--- config.mk ---
export PLATFORM = sky130hd
export DESIGN_NAME = byte_word_packer_flat
export DESIGN_NICKNAME = d
export VERILOG_FILES = /design/src/rtl/byte_word_packer_pkg.sv /design/src/rtl/byte_word_packer_if.sv /design/src/rtl/byte_word_packer_word_hold_reg.sv /design/src/rtl/byte_word_packer.sv /design/src/flat_wrapper.sv
export SDC_FILE = /design/constraint.sdc
export NUM_CORES = 1
export LEC_CHECK = 0
export BUFFER_PORTS_ARGS = -buffer_cell sky130_fd_sc_hd__buf_2
export CAP_MARGIN = 20
export CORE_ASPECT_RATIO = 1.4
export CORE_MARGIN = 2
export CORE_UTILIZATION = 35
export CTS_CLUSTER_DIAMETER = 100
export DETAILED_ROUTE_END_ITERATION = 12
export PLACE_DENSITY = 0.58
export SYNTH_ARGS = -nofsm -noshare
export SYNTH_HDL_FRONTEND = slang
export SYNTH_SLANG_ARGS = --single-unit
--- constraint.sdc ---
create_clock -name clk -period 1.53 [get_ports clk]
set_input_delay 0.3825 -clock clk [delete_from_list [all_inputs] [get_ports clk]]
set_output_delay 0.3825 -clock clk [all_outputs]
set_load 0.01 [all_outputs]
--- src/rtl/byte_word_packer_pkg.sv ---
// ============================================================
// byte_word_packer_pkg : shared widths and lane-mask helpers
// Rev 1.0
// ============================================================
`default_nettype none

package byte_word_packer_pkg;

   localparam int c_BYTE_W = 8;
   localparam int c_WORD_W = 32;
   localparam int c_LANES  = 4;
   localparam int c_CNT_W  = 2;

   localparam logic [c_LANES-1:0] c_MASK_1B = 4'b0001;
   localparam logic [c_LANES-1:0] c_MASK_2B = 4'b0011;
   localparam logic [c_LANES-1:0] c_MASK_3B = 4'b0111;
   localparam logic [c_LANES-1:0] c_MASK_4B = 4'b1111;

   // Lanes filled once the byte at index cnt lands; big-endian order mirrors the mask.
   function automatic logic [c_LANES-1:0] fill_mask(input logic [c_CNT_W-1:0] cnt,
                                                    input logic               le);
      logic [c_LANES-1:0] m;
      case (cnt)
         2'd0:    m = c_MASK_1B;
         2'd1:    m = c_MASK_2B;
         2'd2:    m = c_MASK_3B;
         default: m = c_MASK_4B;
      endcase
      if (!le) m = {m[0], m[1], m[2], m[3]};
      return m;
   endfunction

endpackage

`default_nettype wire

--- src/rtl/byte_word_packer_if.sv ---
// ============================================================
// byte_word_packer_if : byte-in / word-out handshake bundle
// Rev 1.0
// ============================================================
`default_nettype none

interface byte_word_packer_if;
   import byte_word_packer_pkg::*;

   logic [c_BYTE_W-1:0] in_byte;
   logic                in_valid;
   logic                in_last;
   logic                in_ready;
   logic [c_WORD_W-1:0] out_word;
   logic [c_LANES-1:0]  out_be;
   logic                out_valid;
   logic                out_last;
   logic                out_ready;

   modport slave (
      input  in_byte, in_valid, in_last, out_ready,
      output in_ready, out_word, out_be, out_valid, out_last
   );

   modport master (
      output in_byte, in_valid, in_last, out_ready,
      input  in_ready, out_word, out_be, out_valid, out_last
   );

endinterface

`default_nettype wire

--- src/rtl/byte_word_packer_word_hold_reg.sv ---
// ============================================================
// byte_word_packer_word_hold_reg : 1-entry output word register
// Rev 1.0
// ============================================================
`default_nettype none

module byte_word_packer_word_hold_reg
   import byte_word_packer_pkg::*;
(
   input  logic                clk,
   input  logic                rst,
   input  logic                load_i,
   input  logic [c_WORD_W-1:0] word_i,
   input  logic [c_LANES-1:0]  be_i,
   input  logic                last_i,
   input  logic                ready_i,
   output logic [c_WORD_W-1:0] word_o,
   output logic [c_LANES-1:0]  be_o,
   output logic                last_o,
   output logic                valid_o
);

   logic [c_WORD_W-1:0] word_q, word_d;
   logic [c_LANES-1:0]  be_q, be_d;
   logic                last_q, last_d;
   logic                valid_q, valid_d;

   // A load in the same cycle as a drain replaces the word without a bubble.
   always_comb begin
      word_d  = word_q;
      be_d    = be_q;
      last_d  = last_q;
      valid_d = valid_q;
      if (load_i) begin
         word_d  = word_i;
         be_d    = be_i;
         last_d  = last_i;
         valid_d = 1'b1;
      end else if (valid_q && ready_i) begin
         valid_d = 1'b0;
      end
   end

   always_ff @(posedge clk) begin
      if (rst) begin
         word_q  <= '0;
         be_q    <= '0;
         last_q  <= 1'b0;
         valid_q <= 1'b0;
      end else begin
         word_q  <= word_d;
         be_q    <= be_d;
         last_q  <= last_d;
         valid_q <= valid_d;
      end
   end

   assign word_o  = word_q;
   assign be_o    = be_q;
   assign last_o  = last_q;
   assign valid_o = valid_q;

endmodule

`default_nettype wire

--- src/rtl/byte_word_packer.sv ---
// ============================================================
// byte_word_packer : packs a byte stream into 32-bit words
// Rev 1.0
// ============================================================
`default_nettype none

module byte_word_packer
   import byte_word_packer_pkg::*;
#(
   parameter bit                  BYTE_ORDER_LE = 1'b1,
   parameter logic [c_BYTE_W-1:0] PAD_BYTE      = 8'h00
) (
   input logic               clk,
   input logic               reset,
   byte_word_packer_if.slave bus
);

   logic [c_CNT_W-1:0]                cnt_q, cnt_d;
   logic [c_LANES-1:0][c_BYTE_W-1:0]  lanes_q, lanes_d, asm_word;
   logic [c_CNT_W-1:0]                lane_idx;
   logic [c_LANES-1:0]                be_mask;
   logic                              in_ready;
   logic                              out_valid;
   logic                              accept;
   logic                              complete;

   assign in_ready     = !out_valid || bus.out_ready;
   assign bus.in_ready = in_ready;
   assign accept       = bus.in_valid && in_ready;
   assign complete     = accept && ((cnt_q == c_CNT_W'(c_LANES - 1)) || bus.in_last);
   assign lane_idx     = BYTE_ORDER_LE ? cnt_q : (c_CNT_W'(c_LANES - 1) - cnt_q);
   assign be_mask      = fill_mask(cnt_q, BYTE_ORDER_LE);

   // Assembly lanes are refilled with PAD_BYTE after every word, so unfilled lanes already hold padding.
   always_comb begin
      asm_word           = lanes_q;
      asm_word[lane_idx] = bus.in_byte;
      lanes_d            = lanes_q;
      cnt_d              = cnt_q;
      if (complete) begin
         lanes_d = {c_LANES{PAD_BYTE}};
         cnt_d   = '0;
      end else if (accept) begin
         lanes_d[lane_idx] = bus.in_byte;
         cnt_d             = cnt_q + 1'b1;
      end
   end

   always_ff @(posedge clk) begin
      if (reset) begin
         cnt_q   <= '0;
         lanes_q <= {c_LANES{PAD_BYTE}};
      end else begin
         cnt_q   <= cnt_d;
         lanes_q <= lanes_d;
      end
   end

   byte_word_packer_word_hold_reg u_hold (
      .clk     (clk),
      .rst     (reset),
      .load_i  (complete),
      .word_i  (asm_word),
      .be_i    (be_mask),
      .last_i  (bus.in_last),
      .ready_i (bus.out_ready),
      .word_o  (bus.out_word),
      .be_o    (bus.out_be),
      .last_o  (bus.out_last),
      .valid_o (out_valid)
   );

   assign bus.out_valid = out_valid;

endmodule

`default_nettype wire

--- src/flat_wrapper.sv ---
// flat-port wrapper written by rule: the top's interface ports become plain ports
module byte_word_packer_flat import byte_word_packer_pkg::*;
#(
   parameter bit                  BYTE_ORDER_LE = 1'b1,
   parameter logic [c_BYTE_W-1:0] PAD_BYTE      = 8'h00
)
  (clk, reset, bus_in_byte, bus_in_valid, bus_in_last, bus_out_ready, bus_in_ready, bus_out_word, bus_out_be, bus_out_valid, bus_out_last);
  byte_word_packer_if bus_i ();
  input logic clk;
  input logic reset;
  input wire logic [$bits(bus_i.in_byte)-1:0] bus_in_byte;
  input wire logic [$bits(bus_i.in_valid)-1:0] bus_in_valid;
  input wire logic [$bits(bus_i.in_last)-1:0] bus_in_last;
  input wire logic [$bits(bus_i.out_ready)-1:0] bus_out_ready;
  output wire logic [$bits(bus_i.in_ready)-1:0] bus_in_ready;
  output wire logic [$bits(bus_i.out_word)-1:0] bus_out_word;
  output wire logic [$bits(bus_i.out_be)-1:0] bus_out_be;
  output wire logic [$bits(bus_i.out_valid)-1:0] bus_out_valid;
  output wire logic [$bits(bus_i.out_last)-1:0] bus_out_last;
  assign bus_i.in_byte = bus_in_byte;
  assign bus_i.in_valid = bus_in_valid;
  assign bus_i.in_last = bus_in_last;
  assign bus_i.out_ready = bus_out_ready;
  assign bus_in_ready = bus_i.in_ready;
  assign bus_out_word = bus_i.out_word;
  assign bus_out_be = bus_i.out_be;
  assign bus_out_valid = bus_i.out_valid;
  assign bus_out_last = bus_i.out_last;
  byte_word_packer #(.BYTE_ORDER_LE(BYTE_ORDER_LE), .PAD_BYTE(PAD_BYTE)) u_core (.clk(clk), .reset(reset), .bus(bus_i));
endmodule
# ---- Word-level counts from Yosys, hierarchy flattened
# Index checks and enable logic that the tools add are counted.
dict set report totals {
  register_bits 72
  inputBits 13
  output_inout_bits 39
  wordCells 31
}
dict set report classes {
  n_addsub 1
  magnitude_cmp 2
  eq_ne 3
  mux 6
  n_reduce_logical 10
}
# operator count
set op_table {}
lappend op_table {{$bwmux 32} 1}
lappend op_table {{$demux 8 s2} 1}
lappend op_table {{$pmux 4 s3} 1}
lappend op_table {{$mux 8} 1}
lappend op_table {{$eq 2x2->1 const B} 2}
lappend op_table {{$logic_and 1x1->1} 4}
lappend op_table {{$lt 2x3->1 const B} 1}
lappend op_table {{$add 2x1->2 const B} 1}
lappend op_table {{$eq 2x1->1 const B} 1}
lappend op_table {{$ge 2x1->1 const B} 1}
lappend op_table {{$logic_not 2->1} 1}
lappend op_table {{$logic_or 1x1->1} 2}
lappend op_table {{$mux 1} 2}
lappend op_table {{$reduce_bool 2->1} 1}
lappend op_table {{$reduce_or 2->1} 1}
lappend op_table {{$logic_not 1->1} 1}

# ---- Depth between registers and ports, before layout
# Gate-level depths: netlist of run 1.
dict set report depth {
  word_depth 5
  ltp_mapped 7
  depth_no_buf 5
}

# ---- Hierarchy
# A second synthesis of run 1 with hierarchy kept.
dict set report unflattened {
  cells_unflattened 329
  hier_area_um2 3186.8
}
# module instances cells_per_inst area_each_um2 seq_area_each_um2
set modules_own_cells {}
lappend modules_own_cells {byte_word_packer 1 206 1825.5 680.7}
lappend modules_own_cells {byte_word_packer_word_hold_reg 1 123 1361.3 760.7}

# ---- Worst setup path after synthesis of run 1
# Ideal clock, no wire load.
dict set report synth_path {
  path_kind {reg-to-reg}
  from {register u_core.cnt_q[0]}
  to {register u_core.u_hold.valid_q (netlist: u_core.u_hold.valid_o)}
  setup_ps 115
  arrival_time_ps 1431
  t_required_ps 1415
  path_slack_ps -15
  path_stages_with_launch 8
  n_path_buf 3
  synth_period_minus_slack_ps 1545
  cell_sequence {dfxtp_1 -> ha_1 -> or2_1 -> buf_6 -> and3_4 -> buf_6 -> buf_6 -> o21a_1}
}
dict set report synth_via {
  elab_chain_cells 4
  word_cells_on_any_way 5
  cone_classes {eq/ne: 1; mux: 1; reduce/logical: 3}
}
# item line
set synth_rtl {}
lappend synth_rtl {{start: declaration} byte_word_packer.sv:18} ;# logic [c_CNT_W-1:0] cnt_q, cnt_d;
lappend synth_rtl {{start signal: assignment} byte_word_packer.sv:54} ;# cnt_q <= cnt_d;
lappend synth_rtl {{$eq 2x2->1 (*)} byte_word_packer.sv:30} ;# assign complete = accept && ((cnt_q == c_CNT_W'(c_LANES - 1)) || bus.in_last);
lappend synth_rtl {{$logic_or 1x1->1 (*)} byte_word_packer.sv:30}
lappend synth_rtl {{$logic_and 1x1->1 (*)} byte_word_packer.sv:30}
lappend synth_rtl {{$mux 1 or $reduce_bool 2->1 (tied branches)} --}
lappend synth_rtl {{end signal: assignment} byte_word_packer_word_hold_reg.sv:54} ;# valid_q <= valid_d;
lappend synth_rtl {{end: declaration} byte_word_packer_word_hold_reg.sv:26} ;# logic valid_q, valid_d;
# Every way passes the cells marked *; elsewhere a longest branch is shown, timed or not.
# A chain may end at the register's enable or synchronous reset.

# ---- Worst setup path in the final report of run 1
dict set report layout_path {
  from {register u_core.u_hold.valid_q (netlist: u_core.u_hold.valid_o)}
  to {output bus_in_ready}
}
dict set report layout_via {
  elab_chain_cells 2
}
# item line
set layout_rtl {}
lappend layout_rtl {{$logic_not 1->1} byte_word_packer.sv:27} ;# assign in_ready = !out_valid || bus.out_ready;
lappend layout_rtl {{$logic_or 1x1->1} byte_word_packer.sv:27}
lappend layout_rtl {{end: declaration} flat_wrapper.sv:15} ;# output wire logic [$bits(bus_i.in_ready)-1:0] bus_in_ready;
# Every way passes these cells.

==> tab_implementation.tex, run 1 <==
\begin{tabular}{lr}
\hline
Metric & Value \\
\hline
\multicolumn{2}{l}{\textbf{Min path}} \\
Hold Crit Class & in2reg \\
\multicolumn{2}{l}{\textbf{Clocking}} \\
\# H-tree levels & 3 \\
Cell at the root of the clock tree & sky130\_fd\_sc\_hd\_\_clkbuf\_16 \\
CTS tree & yes \\
Num Clock Sinks & 72 \\
CTS clk-pin slew, worst paths & 0.05 ns \\
Number of hold-repair buffers added at the cts stage & 0 \\
Insertion delay to the later sink of the worst-skew pair & 0.34 ns \\
Number of buffers added by the clock tree synthesis step & 9 \\
Maximum clock path buffer count & 2 \\
\multicolumn{2}{l}{\textbf{Global routing}} \\
Largest net degree at the start of global routing & 29 \\
Number of antenna violations at the first check in global routing & 0 \\
Vias in the first global route & 2628 \\
Wire length of the first global-routing pass & 13720 µm \\
Global-route usage over all layers & between 10\% and 20\% \\
Global route total overflow & 0 \\
\multicolumn{2}{l}{\textbf{Floorplan}} \\
Core Area & 9029 µm² \\
Initial core utilization & between 30\% and 40\% \\
Site Rows & 41 \\
Top-level I/O count & 52 \\
Floorplan die height & between 100 and 150 µm \\
Die boundary width & 85.59 µm \\
Floorplan die area & 10120 µm² \\
\multicolumn{2}{l}{\textbf{Pwr}} \\
PD cells & 1120 nW/µm² \\
Worst voltage drop across the vdd grid & $\sim$0.64 mV \\
PnR Total Power & 4500 µW \\
Leakage component of the power & 0.001515 µW \\
\multicolumn{2}{l}{\textbf{Logic synthesis}} \\
Most common cell in the netlist & sky130\_fd\_sc\_hd\_\_dfxtp\_1 \\
Cell area after technology mapping & 3262 µm² \\
Synthesized instance count & 327 \\
Proportion of synthesized flip-flops having asynchronous set or reset & 0\% \\
Count of flip-flops with a built-in enable after synthesis & 0 \\
Most instantiated flip-flop cell in the synthesis netlist & sky130\_fd\_sc\_hd\_\_dfxtp\_1 \\
Sequential cell area fraction in the yosys report & 44.19\% \\
Cell type contributing the most total cell area after synthesis & sky130\_fd\_sc\_hd\_\_dfxtp\_1 \\
Syn. warnings & 0 \\
Avg Synthesized Cell Area & 9.975 µm² \\
Net Count, Synth & 345 \\
Post-synthesis register bit count & a little over 70 \\
Number of unique standard cell types used by synthesis & 29 \\
Most instantiated cells after synthesis & sky130\_fd\_sc\_hd\_\_dfxtp\_1 (72), sky130\_fd\_sc\_hd\_\_a31oi\_1 (33), sky130\_fd\_sc\_hd\_\_mux2i\_1 (32), sky130\_fd\_sc\_hd\_\_a211oi\_2 (28) \\
Leading cell types by total area after synthesis & sky130\_fd\_sc\_hd\_\_dfxtp\_1 (44\%), sky130\_fd\_sc\_hd\_\_a211oi\_2 (11\%), sky130\_fd\_sc\_hd\_\_mux2i\_1 (9.8\%), sky130\_fd\_sc\_hd\_\_a31oi\_1 (6.3\%), sky130\_fd\_sc\_hd\_\_a21oi\_1 (4.1\%) \\
Yosys top cell area share & between 40\% and 50\% \\
\multicolumn{2}{l}{\textbf{Placed design}} \\
Area after detailed placement & 3661 µm² \\
Worst setup slack before clock tree synthesis & -0.05024 ns \\
Port Buffers & 51 \\
Dpl hpwl & approximately 5600 µm \\
Placer's final routability congestion estimate & 0.7492 \\
\multicolumn{2}{l}{\textbf{Final layout}} \\
Post-layout net count & between 400 and 500 \\
Fill cells & 880 \\
Post-layout instance area & 4016 µm² \\
Post-synthesis to final-layout area growth & 23.13\% \\
Share of post-route cells with drive strength above 1 & a little over a third \\
Post-route core utilization & 44.48\% \\
Ant. Diodes & 0 \\
\multicolumn{2}{l}{\textbf{STA}} \\
Clock skew after layout & 0.003132 ns \\
Setup Viol. Count Final & 0 \\
Slew of the pin with the lowest slew margin & 0.3071 ns \\
Final period demand of the worst path & between 1 and 1.5 ns \\
RSZ-0062 raised after global routing & yes \\
Relative slew slack & about four fifths \\
Fmax achieved & 671.3 MHz \\
Final critical-path setup slack & 0.04037 ns \\
Final critical-path share of the clock period & 97.36\% \\
Final count of pins violating max slew & 0 \\
Count of endpoints failing hold in the final timing report & 0 \\
\multicolumn{2}{l}{\textbf{Route}} \\
DRC & 0 \\
DR iter-0 viols & 160 \\
Vias & 2711 \\
Average wire per cell in the routed design & 17.04 µm \\
Post-route ant nets & 0 \\
Via-per-instance ratio & 5.499 \\
Total length of routed wires & around 8400 µm \\
Count of TritonRoute iterations in the first routing pass & 4 \\
\multicolumn{2}{l}{\textbf{Worst setup path}} \\
Worst stage delay on the critical path & 0.32 ns \\
Top fanout value on the critical path & 5 \\
Endpoint required time on the critical path & 1.15 ns \\
Family with the most delay on the worst path & flip-flops \\
Number of buffers and inverters on the critical path & 3 \\
Class of the most critical setup path & reg2out \\
Crit path top cell by count & sky130\_fd\_sc\_hd\_\_buf\_6 \\
Critical path cell sequence & nor2b\_4, inv\_4, buf\_6, buf\_6 \\
Slowest library cell on the worst path & sky130\_fd\_sc\_hd\_\_dfxtp\_2 \\
Worst setup EP type & output port \\
Data arrival at the endpoint of the critical path & around 1.1 ns \\
Element type at the critical path start & register \\
\multicolumn{2}{l}{\textbf{Job}} \\
Max capacitance violation total & 0 \\
\multicolumn{2}{l}{\textbf{Run status}} \\
Status & finished clean \\
\hline
\end{tabular}
state kept, by name (all words and copies together), names as in the netlist:
| signal | flops |
|---|---|
| u_core.u_hold.valid_o | 1 |
| u_core.u_hold.last_o | 1 |
| u_core.u_hold.be_o | 4 |
| u_core.u_hold.word_o | 32 |
| u_core.cnt_q | 2 |
| u_core.lanes_q | 32 |
area by class of cell:
type,count,area (µm²),area share (%)
sequential,72,1443,35.92
clock inverter,1,5.005,0.1246
multi-input combinational,213,1608,40.03
tap,107,133.9,3.333
timing repair buffer,82,555.5,13.83
clock buffer,13,250.2,6.231
inverter,5,21.27,0.5296
power by group:
group          internal [µW]  switching (µW)  leakage (µW)
Clock                   1120             728      0.000126
Sequential              1960            43.6      0.000588
Combinational            272             372      0.000802
Total                   3360            1140       0.00152
cells by family after synthesis:
logic type,after synthesis,synth area share (%)
compound gates,125,27.93
mux,32,9.820
flops,72,44.19
fa+ha+maj,5,1.918
buf+inv,42,7.633
simple gates,51,8.516
tightest hold or removal path, cell delays in order:
cell and delay [ns]:
sky130_fd_sc_hd__buf_2 0.16, sky130_fd_sc_hd__nand3_1 0.08, sky130_fd_sc_hd__a21oi_1 0.05
repair_timing:
item / 4_1_cts / 5_1_grt
setup buffers: 2 / 4
resized for setup: 8 / 9
pin swaps: 1 / 0
endpoints found under the setup margin: 16 / 56
routing by layer:
metal | vias to the layer above | GRT usage, % | share of wire (%)
li1 | 1324 | - | -
met1 | 1320 | 21.82 | 44
met2 | 52 | 27.54 | 50
met3 | 15 | 4.330 | 4.0
met4 | 0 | 8.333 | 2.4
met5 | - | 0 | 0
per-stage QoR:
step,setup TNS [ns],hold slack (ns),std cells
after floorplan,0,0.4291,327
after global placement,0,0.4416,473
after detailed placement,-0.1716,0.4430,473
after CTS,0,0.3717,489
after global routing,-0.01201,0.3954,493
final,0,0.3850,493
path summary, 6_finish.rpt:
check                                            from                        to  slack, ns  cells after the start
worst max-delay path            u_core.u_hold.valid_o              bus_in_ready       0.04                      4
worst min-delay path                   bus_in_byte[7]         u_core.lanes_q[7]       0.38                      3
worst max register to register        u_core.cnt_q[0]  u_core.u_hold.word_o[16]       0.05                      5
worst min register to register     u_core.lanes_q[27]        u_core.lanes_q[27]       0.45                      1
layout by cell type, fill, tap and decap left out, types with 9 or more instances in the layout:
cell,n
sky130_fd_sc_hd__clkbuf_16,9
sky130_fd_sc_hd__and2_1,9
sky130_fd_sc_hd__dfxtp_1,71
sky130_fd_sc_hd__mux2i_1,32
sky130_fd_sc_hd__buf_4,25
sky130_fd_sc_hd__o21ai_0,26
sky130_fd_sc_hd__a211oi_2,29
sky130_fd_sc_hd__buf_2,50
sky130_fd_sc_hd__nand3_1,27
sky130_fd_sc_hd__a21oi_1,27
sky130_fd_sc_hd__a31oi_1,33
(Power assumes the default switching activity.)
==> inputs of run 2 (changes only) <==
Settings changed: PLACE_DENSITY 0.58 to 0.56.
Clock period 1.53 ns to 1.6 ns, I/O delays scaled along.
==> run 2 against run 1 <==
Compared with the run above:
- cell count is the same
- total power grew 9.2%
- die area unchanged
- sequential power decreased by 4%
- global-route usage increased by 0.40 points
- worst hold slack improved by 0.027 ns
- non-clock buffer count fell by 2
- critical path depth unchanged
- count of clock-buffer cells in the layout is 2 lower
- combinational power is 4.0% lower
- largest power group is now the clock network
- highest routed layer unchanged
==> tab_implementation.tex, run 2 (same netlist as run 1, synthesis figures left out) <==
\begin{tabular}{lr}
\hline
Metric & Value \\
\hline
\multicolumn{2}{l}{\textbf{Run status}} \\
Status & finished clean (unchanged) \\
\multicolumn{2}{l}{\textbf{Pwr}} \\
Worst voltage drop across the vdd grid & 0.7267 mV (was 0.6396 mV) \\
Sequential share of power & 39.1\% (was 44.6\%) \\
Leakage component of the power & 0.001576 µW (was 0.001515 µW) \\
Clock network fraction of design power & 48.4\% (was 41.1\%) \\
PD cells & 1198 nW/µm² (was 1120 nW/µm²) \\
Fraction of power spent switching nets & 23.77\% (was 25.42\%) \\
Power spent charging and discharging nets & 1167 µW (was 1144 µW) \\
Share of power burned in combinational logic & 12.6\% (was 14.3\%) \\
Internal power & 3745 µW (was 3356 µW) \\
PnR Total Power & 4912 µW (was 4500 µW) \\
\multicolumn{2}{l}{\textbf{Clocking}} \\
Number of hold-repair buffers added at the cts stage & 0 (unchanged) \\
Number of buffers added by the clock tree synthesis step & 9 (unchanged) \\
Num Clock Sinks & 72 (unchanged) \\
CTS clk-pin slew, worst paths & 0.06 ns (was 0.05 ns) \\
Maximum clock path buffer count & 2 (unchanged) \\
\# H-tree levels & 3 (unchanged) \\
Insertion delay to the later sink of the worst-skew pair & 0.34 ns (about the same) \\
Cell at the root of the clock tree & sky130\_fd\_sc\_hd\_\_clkbuf\_16 (unchanged) \\
CTS tree & yes (unchanged) \\
\multicolumn{2}{l}{\textbf{STA}} \\
Count of endpoints failing hold in the final timing report & 0 (unchanged) \\
Setup Viol. Count Final & 0 (unchanged) \\
Slew of the pin with the lowest slew margin & 0.4230 ns (was 0.3071 ns) \\
Fmax achieved & between 600 and 700 MHz \\
Hold slack & 0.4116 ns (was 0.3850 ns) \\
Final critical-path setup slack & 0.06059 ns (was 0.04037 ns) \\
Final period demand of the worst path & 1.539 ns \\
Final count of pins violating max slew & 0 (unchanged) \\
Final critical-path share of the clock period & slightly below 100\% \\
Clock skew after layout & 0.006703 ns (was 0.003132 ns) \\
Relative slew slack & 71.54\% (was 79.53\%) \\
Final sum of negative setup slack & 0 ns (unchanged) \\
\multicolumn{2}{l}{\textbf{Placed design}} \\
Cells after DPL & 473 (unchanged) \\
Port Buffers & 51 (unchanged) \\
Placer's final routability congestion estimate & 0.7628 (was 0.7492) \\
Worst setup slack before clock tree synthesis & 0.01259 ns (was -0.05024 ns) \\
Dpl hpwl & 5724 µm (was 5620 µm) \\
\multicolumn{2}{l}{\textbf{Global routing}} \\
Number of antenna violations at the first check in global routing & 0 (unchanged) \\
Wire length of the first global-routing pass & 13830 µm (was 13720 µm) \\
Global-route usage over all layers & 17.77\% (was 17.37\%) \\
Vias in the first global route & 2635 (was 2628) \\
Largest net degree at the start of global routing & 29 (unchanged) \\
Global route total overflow & 0 (unchanged) \\
\multicolumn{2}{l}{\textbf{Floorplan}} \\
Die boundary width & 85.59 µm (unchanged) \\
Initial core utilization & 36.13\% (unchanged) \\
Site Rows & 41 (unchanged) \\
Floorplan die area & 10120 µm² (unchanged) \\
Top-level I/O count & 52 (unchanged) \\
Core Area & 9029 µm² (unchanged) \\
Floorplan die height & 118.2 µm (unchanged) \\
\multicolumn{2}{l}{\textbf{Job}} \\
Max capacitance violation total & 0 (unchanged) \\
\multicolumn{2}{l}{\textbf{Route}} \\
Vias & 2694 (was 2711) \\
Total length of routed wires & 8604 µm (was 8399 µm) \\
DRC & 0 (unchanged) \\
Post-route ant nets & 0 (unchanged) \\
DR iter-0 viols & 171 (was 160) \\
Count of TritonRoute iterations in the first routing pass & 4 (unchanged) \\
Via-per-instance ratio & 5.465 (was 5.499) \\
Average wire per cell in the routed design & 17.45 µm (was 17.04 µm) \\
\multicolumn{2}{l}{\textbf{Worst setup path}} \\
Class of the most critical setup path & reg2out (unchanged) \\
Endpoint required time on the critical path & 1.20 ns (was 1.15 ns) \\
Data arrival at the endpoint of the critical path & 1.14 ns (was 1.11 ns) \\
Worst setup EP type & output port (unchanged) \\
Slowest library cell on the worst path & sky130\_fd\_sc\_hd\_\_dfxtp\_2 (unchanged) \\
Top fanout value on the critical path & 11 (was 5) \\
Element type at the critical path start & register (unchanged) \\
Critical path cell sequence & nor2b\_4, inv\_2, buf\_12, buf\_2 (was nor2b\_4, inv\_4, buf\_6, buf\_6) \\
Worst stage delay on the critical path & 0.32 ns (about the same) \\
\multicolumn{2}{l}{\textbf{Final layout}} \\
Most common library cell in the layout ignoring fill and taps & sky130\_fd\_sc\_hd\_\_dfxtp\_1 (unchanged) \\
Share of post-route cells with drive strength above 1 & 33.68\% (was 35.23\%) \\
Post-synthesis to final-layout area growth & 25.70\% (was 23.13\%) \\
Commonest cells after routing, fill and taps aside & sky130\_fd\_sc\_hd\_\_dfxtp\_1 (71), sky130\_fd\_sc\_hd\_\_buf\_2 (51), sky130\_fd\_sc\_hd\_\_a31oi\_1 (33), sky130\_fd\_sc\_hd\_\_mux2i\_1 (32), sky130\_fd\_sc\_hd\_\_a211oi\_2 (28) (was sky130\_fd\_sc\_hd\_\_dfxtp\_1 (71), sky130\_fd\_sc\_hd\_\_buf\_2 (50), sky130\_fd\_sc\_hd\_\_a31oi\_1 (33), sky130\_fd\_sc\_hd\_\_mux2i\_1 (32), sky130\_fd\_sc\_hd\_\_a211oi\_2 (29)) \\
Post-layout net count & 399 (was 401) \\
Fill cells & 873 (was 880) \\
Ant. Diodes & 0 (unchanged) \\
Count of placed standard cells in the final layout, fillers left out & 493 (unchanged) \\
\multicolumn{2}{l}{\textbf{Min path}} \\
Hold Crit Class & in2reg (unchanged) \\
\hline
\end{tabular}
[run 2: cell count changes in the layout (fill, tap and decap cells not counted), sizes merged]
| cell | delta |
|---|---|
| bufbuf | +1 |
| clkinvlp | +1 |
| bufinv | +3 |
| clkbuf | -2 |
| buf | -3 |
[run 2: layout make-up]
class	instances	area [µm²]	area share (%)
clock buffer	11	252.7	6.164
timing repair buffer	80	568.0	13.85
multi-input combinational	213	1582	38.57
inverter	5	18.77	0.4577
clock inverter	5	102.6	2.502
sequential	72	1443	35.18
tap	107	133.9	3.265
[run 2: worst paths after layout]
path,end,cells after the start,from,slack (ns)
max reg2reg,u_core.u_hold.word_o[3],5,u_core.cnt_q[0],0.07
max,bus_in_ready,4,u_core.u_hold.valid_o,0.06
min,u_core.lanes_q[9],3,bus_in_byte[1],0.41
min reg2reg,u_core.lanes_q[29],1,u_core.lanes_q[29],0.46
[run 2: per-stage QoR]
| stage | cell area, µm² | utilization, % |
|---|---|---|
| floorplan | 3262 | - |
| global placement | 3671 | 40.66 |
| detailed placement | 3671 | 40.66 |
| CTS | 4069 | 45.07 |
| global route | 4100 | 45.41 |
| finish | 4100 | 45.41 |
[run 2: worst max-delay path, delay by kind of cell (launching register included)]
family	cells	cell delay (ns)
DFF	1	0.32
and+or+nand+nor	1	0.14
buffers and inverters	3	0.34
[run 2: what timing repair did]
action / 4_1_cts / 5_1_grt
cloned: 1 / 0
gates resized for setup: 1 / 5
setup buffers: 1 / 2
pin swaps: 1 / 1
setup endpoints to repair: 2 / 35
[run 2: power by group through the flow]
stage,Sequential [µW],Combinational (µW),Clock (µW)
2_1_floorplan,1980,362,0
3_3_place_gp,1960,597,0
3_5_place_dp,1960,603,0
4_1_cts,1920,615,2410
5_1_grt,1930,674,2490
6_report,1920,618,2380
[run 2: layer usage]
metal  vias to the layer above  GRT usage (%)  wire length (µm)
met5                         -              0                 0
met4                         0          10.32               304
li1                       1330              -                 -
met3                        19          3.282               323
met2                        53          29.20              4383
met1                      1292          21.33              3592
==> inputs of run 3 (changes only) <==
Settings changed: CORE_MARGIN 2 to unset.
==> run 3 against run 2 <==
Compared with the run above:
- combinational power about the same
- largest power group is now sequential cells
- first-iteration DRC count is 39% higher
- clock power shrank 25%
- via count down 0.37%
==> tab_implementation.tex, run 3 (same netlist as run 1, synthesis figures left out) <==
\begin{tabular}{lr}
\hline
Metric & Value \\
\hline
\multicolumn{2}{l}{\textbf{Route}} \\
Count of TritonRoute iterations in the first routing pass & 4 (unchanged) \\
Post-route ant nets & 0 (unchanged) \\
DR iter-0 viols & 237 (was 171) \\
DRC & 0 (unchanged) \\
Via-per-instance ratio & 5.466 (was 5.465) \\
Vias & 2684 (was 2694) \\
Total length of routed wires & 8793 µm (was 8604 µm) \\
Average wire per cell in the routed design & 17.91 µm (was 17.45 µm) \\
\multicolumn{2}{l}{\textbf{Pwr}} \\
Share of power burned in combinational logic & 14.3\% (was 12.6\%) \\
Fraction of power spent switching nets & 25.84\% (was 23.77\%) \\
Worst voltage drop across the vdd grid & 0.5461 mV (was 0.7267 mV) \\
Internal power & 3207 µW (was 3745 µW) \\
PD cells & 1083 nW/µm² (was 1198 nW/µm²) \\
Leakage component of the power & 0.001514 µW (was 0.001576 µW) \\
Clock network fraction of design power & 41.3\% (was 48.4\%) \\
Power spent charging and discharging nets & 1118 µW (was 1167 µW) \\
Sequential share of power & 44.4\% (was 39.1\%) \\
\multicolumn{2}{l}{\textbf{Placed design}} \\
Cells after DPL & 470 (was 473) \\
Placer's final routability congestion estimate & 0.7661 (was 0.7628) \\
Dpl hpwl & 5567 µm (was 5724 µm) \\
Port Buffers & 51 (unchanged) \\
\multicolumn{2}{l}{\textbf{STA}} \\
Hold slack & 0.3381 ns (was 0.4116 ns) \\
Slew of the pin with the lowest slew margin & 0.3972 ns (was 0.4230 ns) \\
Final critical-path share of the clock period & 95.61\% (was 96.21\%) \\
Setup Viol. Count Final & 0 (unchanged) \\
Fmax achieved & 653.7 MHz (was 649.6 MHz) \\
Final sum of negative setup slack & 0 ns (unchanged) \\
Relative slew slack & 73.27\% (was 71.54\%) \\
Final count of pins violating max slew & 0 (unchanged) \\
Clock skew after layout & 0.003784 ns (was 0.006703 ns) \\
Final period demand of the worst path & 1.530 ns (was 1.539 ns) \\
RSZ-0062 raised after global routing & no \\
Count of endpoints failing hold in the final timing report & 0 (unchanged) \\
\multicolumn{2}{l}{\textbf{Clocking}} \\
Maximum clock path buffer count & 2 (unchanged) \\
Number of buffers added by the clock tree synthesis step & 9 (unchanged) \\
CTS tree & yes (unchanged) \\
Num Clock Sinks & 72 (unchanged) \\
Insertion delay to the later sink of the worst-skew pair & 0.34 ns (about the same) \\
Number of hold-repair buffers added at the cts stage & 0 (unchanged) \\
CTS clk-pin slew, worst paths & 0.05 ns (was 0.06 ns) \\
\# H-tree levels & 3 (unchanged) \\
Cell at the root of the clock tree & sky130\_fd\_sc\_hd\_\_clkbuf\_16 (unchanged) \\
\multicolumn{2}{l}{\textbf{Final layout}} \\
Post-synthesis to final-layout area growth & 22.44\% (was 25.70\%) \\
Fill cells & 882 (was 873) \\
Most common library cell in the layout ignoring fill and taps & sky130\_fd\_sc\_hd\_\_dfxtp\_1 (unchanged) \\
Count of placed standard cells in the final layout, fillers left out & 491 (was 493) \\
Ant. Diodes & 0 (unchanged) \\
Post-layout net count & 399 (unchanged) \\
Area taken by flip-flops and latches & 1443 µm² (unchanged) \\
Commonest cells after routing, fill and taps aside & sky130\_fd\_sc\_hd\_\_dfxtp\_1 (71), sky130\_fd\_sc\_hd\_\_buf\_2 (50), sky130\_fd\_sc\_hd\_\_a31oi\_1 (33), sky130\_fd\_sc\_hd\_\_mux2i\_1 (32), sky130\_fd\_sc\_hd\_\_a211oi\_2 (28) (was sky130\_fd\_sc\_hd\_\_dfxtp\_1 (71), sky130\_fd\_sc\_hd\_\_buf\_2 (51), sky130\_fd\_sc\_hd\_\_a31oi\_1 (33), sky130\_fd\_sc\_hd\_\_mux2i\_1 (32), sky130\_fd\_sc\_hd\_\_a211oi\_2 (28)) \\
Share of post-route cells with drive strength above 1 & 32.55\% (was 33.68\%) \\
Area of combinational cells with multiple inputs & 1604 µm² (was 1582 µm²) \\
\multicolumn{2}{l}{\textbf{Worst setup path}} \\
Top fanout value on the critical path & 15 (was 11) \\
Worst stage delay on the critical path & 0.32 ns (about the same) \\
Worst setup EP type & output port (unchanged) \\
Element type at the critical path start & register (unchanged) \\
Critical path cell sequence & nor2b\_4, inv\_2, buf\_12, buf\_6 (was nor2b\_4, inv\_2, buf\_12, buf\_2) \\
Data arrival at the endpoint of the critical path & 1.13 ns (was 1.14 ns) \\
Class of the most critical setup path & reg2out (unchanged) \\
Slowest library cell on the worst path & sky130\_fd\_sc\_hd\_\_dfxtp\_2 (unchanged) \\
Endpoint required time on the critical path & 1.20 ns (about the same) \\
\multicolumn{2}{l}{\textbf{Global routing}} \\
Number of antenna violations at the first check in global routing & 0 (unchanged) \\
Largest net degree at the start of global routing & 30 (was 29) \\
Vias in the first global route & 2605 (was 2635) \\
Wire length of the first global-routing pass & 13790 µm (was 13830 µm) \\
Global route total overflow & 0 (unchanged) \\
Global-route usage over all layers & 18.69\% (was 17.77\%) \\
\multicolumn{2}{l}{\textbf{Run status}} \\
Status & finished clean (unchanged) \\
\multicolumn{2}{l}{\textbf{Floorplan}} \\
Site Rows & 41 (unchanged) \\
Floorplan die height & 116.2 µm (was 118.2 µm) \\
Core Area & 9029 µm² (unchanged) \\
Initial core utilization & 36.13\% (unchanged) \\
Die boundary width & 83.59 µm (was 85.59 µm) \\
Floorplan die area & 9715 µm² (was 10120 µm²) \\
Top-level I/O count & 52 (unchanged) \\
\multicolumn{2}{l}{\textbf{Min path}} \\
Hold Crit Class & in2reg (unchanged) \\
\multicolumn{2}{l}{\textbf{Job}} \\
Max capacitance violation total & 0 (unchanged) \\
\hline
\end{tabular}
==> run 3: worst max-delay path, delay by kind of cell (launching register included) <==
family	cells	cell delay, ns
DFF	1	0.32
and+or+nand+nor	1	0.14
buffers and inverters	3	0.33
==> run 3: metal layers <==
layer  share of wire (%)  vias to the layer above  wire length [µm]  global-route usage, %
li1                    -                     1332                 -                      -
met1                  43                     1284              3819                  21.09
met2                  50                       51              4419                  32.20
met3                 3.0                       17               264                  5.512
met4                 3.3                        0               289                  9.605
met5                   0                        -                 0                      0
==> run 3: final cells by class <==
| type | count | share of cell area, % |
|---|---|---|
| timing repair buffer | 78 | 13.50 |
| clock inverter | 1 | 0.1253 |
| clock buffer | 13 | 6.266 |
| inverter | 5 | 0.4699 |
| tap | 107 | 3.352 |
| multi-input combinational | 215 | 40.16 |
| sequential | 72 | 36.12 |
==> run 3: what timing repair did <==
action	4_1_cts	5_1_grt
cloned	1	1
setup endpoints to repair	36	37
gates resized for setup	2	5
buffers inserted	1	4
pin swaps	0	2
==> run 3: worst paths after layout <==
kind	slack, ns	startpoint	cells past startpoint	to
max	0.07	u_core.u_hold.valid_o	4	bus_in_ready
min	0.34	reset	2	u_core.u_hold.word_o[7]
max reg2reg	0.12	u_core.cnt_q[0]	5	u_core.u_hold.valid_o
min reg2reg	0.45	u_core.lanes_q[25]	1	u_core.lanes_q[25]
==> run 3: power by group through the flow <==
| stage | registers (µW) | logic, µW | clock network, µW |
|---|---|---|---|
| after floorplan | 1980 | 362 | 0 |
| after global placement | 1960 | 581 | 0 |
| after detailed placement | 1960 | 591 | 0 |
| after CTS | 1920 | 602 | 1810 |
| after global routing | 1930 | 675 | 1900 |
| final | 1920 | 621 | 1790 |
==> run 3: stage by stage <==
step	cell area [µm²]	worst slack (ns)	total power (µW)	util [%]
final	3994	0.07023	4324	44.24
after floorplan	3262	0.05466	2345	-
after global placement	3649	-0.04580	2536	40.41
after global routing	3994	0.009982	4500	44.24
after detailed placement	3649	-0.1226	2547	40.41
after CTS	3925	0.009276	4329	43.47
